`src/rtl/bit_serial_addsub.sv`:
```
`default_nettype none
// ============================================================================
// Module   : bit_serial_addsub
// Brief    : Bit-serial adder/subtractor. Processes one operand bit per clock,
//            LSB first, and produces the dw-bit result plus carry-out and
//            two's-complement overflow flags after dw cycles.
// Revision : 1.0 - initial release
// ============================================================================
module bit_serial_addsub #(
  parameter int dw = 8
) (
  input  logic          clk,
  input  logic          reset_n,
  input  logic          start,
  input  logic [dw-1:0] dataa,
  input  logic [dw-1:0] datab,
  input  logic          add_sub,
  output logic          busy,
  output logic          done,
  output logic [dw-1:0] result,
  output logic          cout,
  output logic          ovf
);

  // Counter only needs to span 0..dw-1; it never wraps within an operation.
  localparam int CW = (dw > 1) ? $clog2(dw) : 1;
  localparam logic [CW-1:0] LAST_BIT = CW'(dw - 1);

  typedef enum logic [1:0] {
    IDLE = 2'd0,
    RUN  = 2'd1,
    DONE = 2'd2
  } state_t;

  state_t          state;
  state_t          state_nx;

  // Operand shift registers: bit 0 always holds the bit being processed.
  logic [dw-1:0]   a_sh;
  logic [dw-1:0]   b_sh;
  // Partial sum, filled in place at the position given by the bit counter.
  logic [dw-1:0]   sum_sh;
  logic [dw-1:0]   sum_nx;
  logic            carry;
  logic [CW-1:0]   cnt;

  logic            accept;
  logic            last_bit;
  logic            sum_bit;
  logic            carry_nx;

  // Control decode and one full-adder slice of serial arithmetic.
  always_comb begin
    accept   = 1'b0;
    last_bit = 1'b0;
    sum_bit  = 1'b0;
    carry_nx = 1'b0;
    sum_nx   = sum_sh;

    accept   = start && ((state == IDLE) || (state == DONE));
    last_bit = (state == RUN) && (cnt == LAST_BIT);

    sum_bit  = a_sh[0] ^ b_sh[0] ^ carry;
    carry_nx = (a_sh[0] & b_sh[0]) | (a_sh[0] & carry) | (b_sh[0] & carry);

    sum_nx[cnt] = sum_bit;
  end

  // State register.
  always_ff @(posedge clk) begin
    if (!reset_n) begin
      state <= IDLE;
    end else begin
      state <= state_nx;
    end
  end

  // Next-state logic: start is honoured in IDLE and DONE only, so a request
  // made while RUN is simply dropped rather than queued.
  always_comb begin
    state_nx = state;
    case (state)
      IDLE: begin
        if (accept) state_nx = RUN;
      end
      RUN: begin
        if (last_bit) state_nx = DONE;
      end
      DONE: begin
        if (accept) state_nx = RUN;
        else        state_nx = IDLE;
      end
      default: state_nx = IDLE;
    endcase
  end

  // Operand capture and bit-serial datapath. Subtraction is handled as
  // dataa + ~datab + 1, so the operation is fully encoded in the inverted
  // operand and the initial carry; add_sub need not be kept separately.
  always_ff @(posedge clk) begin
    if (!reset_n) begin
      a_sh   <= '0;
      b_sh   <= '0;
      sum_sh <= '0;
      carry  <= 1'b0;
      cnt    <= '0;
    end else if (accept) begin
      a_sh   <= dataa;
      b_sh   <= add_sub ? datab : ~datab;
      sum_sh <= '0;
      carry  <= ~add_sub;
      cnt    <= '0;
    end else if (state == RUN) begin
      a_sh   <= a_sh >> 1;
      b_sh   <= b_sh >> 1;
      sum_sh <= sum_nx;
      carry  <= carry_nx;
      if (!last_bit) begin
        cnt <= cnt + 1'b1;
      end
    end
  end

  // Visible results change only at the edge that finishes the MSB. Signed
  // overflow is the carry into the MSB differing from the carry out of it.
  always_ff @(posedge clk) begin
    if (!reset_n) begin
      result <= '0;
      cout   <= 1'b0;
      ovf    <= 1'b0;
    end else if (last_bit) begin
      result <= sum_nx;
      cout   <= carry_nx;
      ovf    <= carry ^ carry_nx;
    end
  end

  assign busy = (state == RUN);
  assign done = (state == DONE);

endmodule
`default_nettype wire

```
`config.mk`:
```
export PLATFORM = sky130hd
export DESIGN_NAME = bit_serial_addsub
export DESIGN_NICKNAME = d
export VERILOG_FILES = /design/src/rtl/bit_serial_addsub.sv
export SDC_FILE = /design/constraint.sdc
export NUM_CORES = 1
export LEC_CHECK = 0
export ABC_AREA = 1
export CAP_MARGIN = 40
export CORE_ASPECT_RATIO = 0.5
export CORE_UTILIZATION = 36
export CTS_BUF_LIST = sky130_fd_sc_hd__clkbuf_8
export DETAILED_ROUTE_END_ITERATION = 16
export GPL_TIMING_DRIVEN = 0
export PLACE_DENSITY_LB_ADDON = 0.15
export SYNTH_ARGS = -nofsm -noshare
export SYNTH_HDL_FRONTEND = slang
export SYNTH_SLANG_ARGS = --single-unit
```
`constraint.sdc`:
```
create_clock -name clk -period 2 [get_ports clk]
set_input_delay 0.4 -clock clk [delete_from_list [all_inputs] [get_ports clk]]
set_output_delay 0.4 -clock clk [all_outputs]
set_load 0.02 [all_outputs]
```
==> summary.txt <==
Status
  • Status: finished clean

Synthesis
  • Post-synth top cells: 86 x nand2_1, 45 x inv_1, 40 x dfxtp_1
  • Count of cell types in the netlist: 23
  • Top cell type's share of synthesized area: 0.393
  • Synth async-reset ratio: 0
  • Post-synthesis sequential area ratio: 0.393
  • Mapped Cells: ~310
  • Dominant synthesized flop cell: dfxtp_1
  • Leading area contributor after synthesis: dfxtp_1
  • Largest cells by area after synthesis: dfxtp_1 39%, nand2_1 16%, nand3_1 9.3%, inv_1 8.3%, nor2_1 6.8%
  • Post-synthesis register bit count: 40
  • Most numerous cell in the Yosys netlist: nand2_1
  • Syn Std Cell Area: around 0.0020 mm^2
  • YS warnings: 0
  • Mapped Avg Cell Area: 6.48 um^2
  • EDFF count, synth: 0
  • Net Count, Synth: around 340

Flow run
  • Max_cap viols: 0

Pwr
  • PwrDens: approximately 680 mW/mm^2
  • Peak supply drop: 0.250 mV
  • P_leak: 1.21 nW

GRT
  • First-pass GRT wire length: roughly 8000 um
  • Grt total ovfl: 0
  • Largest net degree at the start of global routing: 13
  • Vias in the first global route: 1705
  • Tot GR Track Use: 0.175
  • Initial antenna violation count: 0

Detailed routing
  • ANT nets after route: 0
  • Total wire length: about 4600 um
  • Residual DRC: 0
  • DR pass1 iterations: 4
  • Routed vias: 1969
  • Via density: 4.68
  • Drt wl/cell: 10.8 um
  • Initial DRC count: 61

Critical path
  • CP max-delay cell: dfxtp_1
  • CP max FO: 10
  • CP cell instances: inv_2, nor2_8, buf_4, clkdlybuf4s15_1
  • WS Path Type: reg2out
  • Startpoint Class: register
  • Worst path max stage delay: 0.41 ns
  • WP buf/inv: 3
  • Critical Path AT: 1.49 ns
  • Critical path endpoint category: primary output
  • CP top delay family: buffers and inverters
  • CP required: 1.60 ns

Timing
  • Setup_tns: 0 ns
  • Final clock skew: 0.00599 ns
  • Unrepaired setup endpoints after global routing: false
  • Final Max Slew Viols: 0
  • Final Setup Violations: 0
  • Count of final hold-check violations: 0
  • Worst Tran Pin Value: 0.463 ns
  • Slew margin rel.: 0.692
  • Final Critical Period: approximately 1.9 ns
  • Fmax: between 500 and 600 MHz
  • Tcrit/Tclk final: 0.947

Finish
  • Storage element area: 802 um^2
  • Multi-input logic area: 963 um^2
  • Final Util: 0.484
  • Filler Cells Inserted: 559
  • Area Overhead vs Synth: 23.2%
  • Fin nets: ~370
  • Antenna fix cells: 0
  • Design Area, Final: 0.00251 mm^2
  • Share of layout cells above drive strength 1: 0.0826

Floorplan
  • Die X: 108 um
  • Top Ports: 32
  • Die height: between 50 and 60 um
  • # rows: 18
  • Core Box Area: 0.00518 mm^2
  • DIE AREA: roughly 0.006 mm^2
  • Initial core utilization: 0.393

Place
  • IO Port Bufs: 29
  • Area after DPL: 0.00241 mm^2
  • Hpwl dp: 3380 um
  • Gpl congestion: 0.781

CTS
  • Total CTS buffers: 5
  • Reg clk slew, reported paths: 0.08 ns
  • Root Buffer: clkbuf_8
  • Setup Buffers After CTS: 0
  • CTS tree: done
  • CTS max path bufs: 2
  • Clock sinks: 40
  • H-Tree Level Count: 2
  • Clock Latency Late Sink: around 0.29 ns

Hold path
  • Min-delay worst type: in2reg
[metrics by stage]
stage          setup slack [ns]  power [mW]  cells  hold slack (ns)
4_1_cts                 0.00398        1.71    421            0.435
6_report                  0.106        1.71    421            0.426
2_1_floorplan             0.583        1.07    314            0.439
3_3_place_gp              0.131        1.15    413            0.448
5_1_grt                  0.0154        1.80    421            0.457
3_5_place_dp              0.120        1.16    413            0.455
[registers in the layout, summed over array words and instances (netlist names)]
register	flops
cnt	3
result	8
state	2
ovf	1
sum_sh	8
a_sh	8
carry	1
cout	1
b_sh	8
[layer usage]
| layer | vias up | wire [um] | global-route usage |
|---|---|---|---|
| met1 | 884 | 2250 | 0.213 |
| li1 | 1044 | - | - |
| met5 | - | 0 | 0 |
| met2 | 37 | 2060 | 0.315 |
| met3 | 4 | 197 | 0.0422 |
| met4 | 0 | 39 | 0.0541 |
[final cells by class]
cell class,count,area share
multi-input combinational,210,0.384
timing repair buffer,29,0.116
buffer,15,0.0349
inverter,49,0.0733
clock buffer,6,0.0329
tap,70,0.0349
sequential,40,0.320
clock inverter,2,0.00449
[power breakdown]
group | internal [mW] | total [mW] | switching [mW]
Clock | 0.276 | 0.566 | 0.291
Sequential | 0.838 | 0.862 | 0.0244
Combinational | 0.113 | 0.281 | 0.167
Total | 1.23 | 1.71 | 0.482
[kinds of logic after synthesis]
group                      share of synthesized area
adders and majority gates                     0.0221
DFF                                            0.393
xor gates and xnor gates                     0.00861
AOI/OAI and AO/OA                             0.0615
buffers and inverters                          0.133
and+or+nand+nor                                0.381
[final timing paths]
kind	from	to	slack (ns)	cells past startpoint
worst max-delay path	state[0]	busy	0.11	4
worst min-delay path	reset_n	a_sh[2]	0.43	3
worst max register to register	a_sh[0]	result[3]	0.37	6
worst min register to register	b_sh[7]	b_sh[7]	0.47	2
[worst register-to-register path, cell delays in order (launching register included)]
cell and delay (ns):
dfxtp_1 0.34, fa_1 0.53, buf_1 0.29, nand4_1 0.18, nand3_1 0.14, nand2_1 0.06
inv_1 0.05
[what timing repair did]
item / CTS / global route
hold buffers: 0 / 0
gates resized for setup: 1 / 2
endpoints found under the hold margin: 0 / 0
setup endpoints to repair: 1 / 2
[cells in the final DEF (no fill, tap or decap), drive strengths merged, types with 2 or more instances in the layout]
cell,instances
inv,49
nor2,39
a21oi,16
buf,13
nand4,6
clkdlybuf4s50,28
nand2,90
nor3,7
o21ai,9
ha,2
dfxtp,40
nand3,38
clkbuf,8
Note: power is estimated with default switching activity, not from simulation.
==> RTL edit, RTL diff (same settings) <==
Encoding of `state_t`: now one-hot (3 bits for 3 states).
--- a/src/rtl/bit_serial_addsub.sv
+++ b/src/rtl/bit_serial_addsub.sv
@@ -28,6 +28,6 @@
 
-  typedef enum logic [1:0] {
-    IDLE = 2'd0,
-    RUN  = 2'd1,
-    DONE = 2'd2
+  typedef enum logic [2:0] {
+    IDLE = 3'b001,
+    RUN  = 3'b010,
+    DONE = 3'b100
   } state_t;
Check against the original RTL: same outputs for any inputs over 10 cycles, from zero or initial values and one cycle with reset_n low; not proved beyond that.
==> RTL edit against the unedited design <==
Combinational power decreased by 9.6%. Largest power group unchanged. Worst setup slack got worse by 0.0051 ns. Count of clock-buffer cells in the layout is 1 higher. Critical path type unchanged. Sequential cell count grew 1. Cell area is 0.50% higher. Wire length increased by 4.3%. Total power increased by 1.2%. Synthesized area is 0.55% higher.
==> RTL edit: results (changes against the unedited design) <==
.. list-table::
   :header-rows: 1

   * - Metric
     - Value
   * - Met1 usage in global routing
     - 23.1% (+1.8 points)
   * - Hold path endpoint
     - sum_sh[3]
   * - Detailed route wirelength on metal3
     - 271 microns (+38%)
   * - Post-DR vias/cell
     - 4.87 (+4.1%)
   * - P_leak
     - 1.01 nW (-17%)
   * - Count of instances resized after the clock tree is built
     - 2 (+1)
   * - Switching power as a share of total power
     - 26.5% (-1.7 points)
   * - Highest-delay cell along the critical path
     - sky130_fd_sc_hd__clkdlybuf4s50_1
   * - Most numerous cell types in the synthesized netlist
     - sky130_fd_sc_hd__nand2_1, sky130_fd_sc_hd__dfxtp_1, sky130_fd_sc_hd__nand3_1
   * - Placed insts
     - 382 (-7.5%)
   * - Net total in the final layout
     - 342 (-8.3%)
   * - Initial DRC Count
     - 112 (+84%)
   * - Non-clock buffers, area share
     - 16.0% (+0.92 points)
   * - Met2 usage in global routing
     - 27.1% (-4.4 points)
   * - GR Util met3
     - 4.37% (+0.15 points)
   * - Mean instance size in the synthesized netlist
     - 7.23 sq um (+12%)
   * - Total wirelength of the detailed-routed design
     - 4750 microns (+4.3%)
   * - Post-detail-place hpwl
     - 3320 microns (-2.0%)
   * - Startpoint of the worst hold path
     - sum_sh[3]
   * - Setup slack, reg-to-reg
     - 0.47 ns (+0.10 ns)
   * - Headroom to the max-slew limit
     - 64.7% (-4.4 points)
   * - First-pass GRT wire length
     - 8090 microns (+4.0%)
   * - Number of cell instances on the worst register-to-register path
     - 5 (-1)
   * - Pwr/cell area
     - 686 nW/um^2 (+0.73%)
   * - Worst Hold Path Cells
     - 2 (-1)
   * - Number of multi-input logic gates
     - 209 (-0.48%)
   * - Critical path launch point
     - state[0]
   * - Status
     - finished, final reports clean
   * - Worst hold path type
     - flip-flop to flip-flop
   * - Termination of the worst setup path
     - done
   * - GR Util All Layers
     - 17.1% (-0.40 points)
==> RTL edit: cell count changes after synthesis, moves of 5 or more <==
cell                       unedited run  this run
sky130_fd_sc_hd__inv_1               45        13
sky130_fd_sc_hd__nor3_1               7         0
sky130_fd_sc_hd__nor2_1              37        20
sky130_fd_sc_hd__buf_6                1         6
sky130_fd_sc_hd__nand4_1              6         0
sky130_fd_sc_hd__a21oi_2              0         8
sky130_fd_sc_hd__nand2_1             86        81
sky130_fd_sc_hd__o21ai_0              9        18
sky130_fd_sc_hd__nand3b_1             0         7
sky130_fd_sc_hd__a21oi_1             16        22
==> RTL edit: logic make-up (layout without fill, tap and decap cells) <==
kind of cell	count (synthesis)	in the layout	synth area share (%)
XOR/XNOR	7	7	3.00
AND/OR/NAND/NOR	150	150	32.4
buffers and inverters	33	70	8.86
flip-flops	41	41	40.1
AO/OA/AOI/OAI	49	49	13.4
adder cells (fa/ha/maj)	3	3	2.20
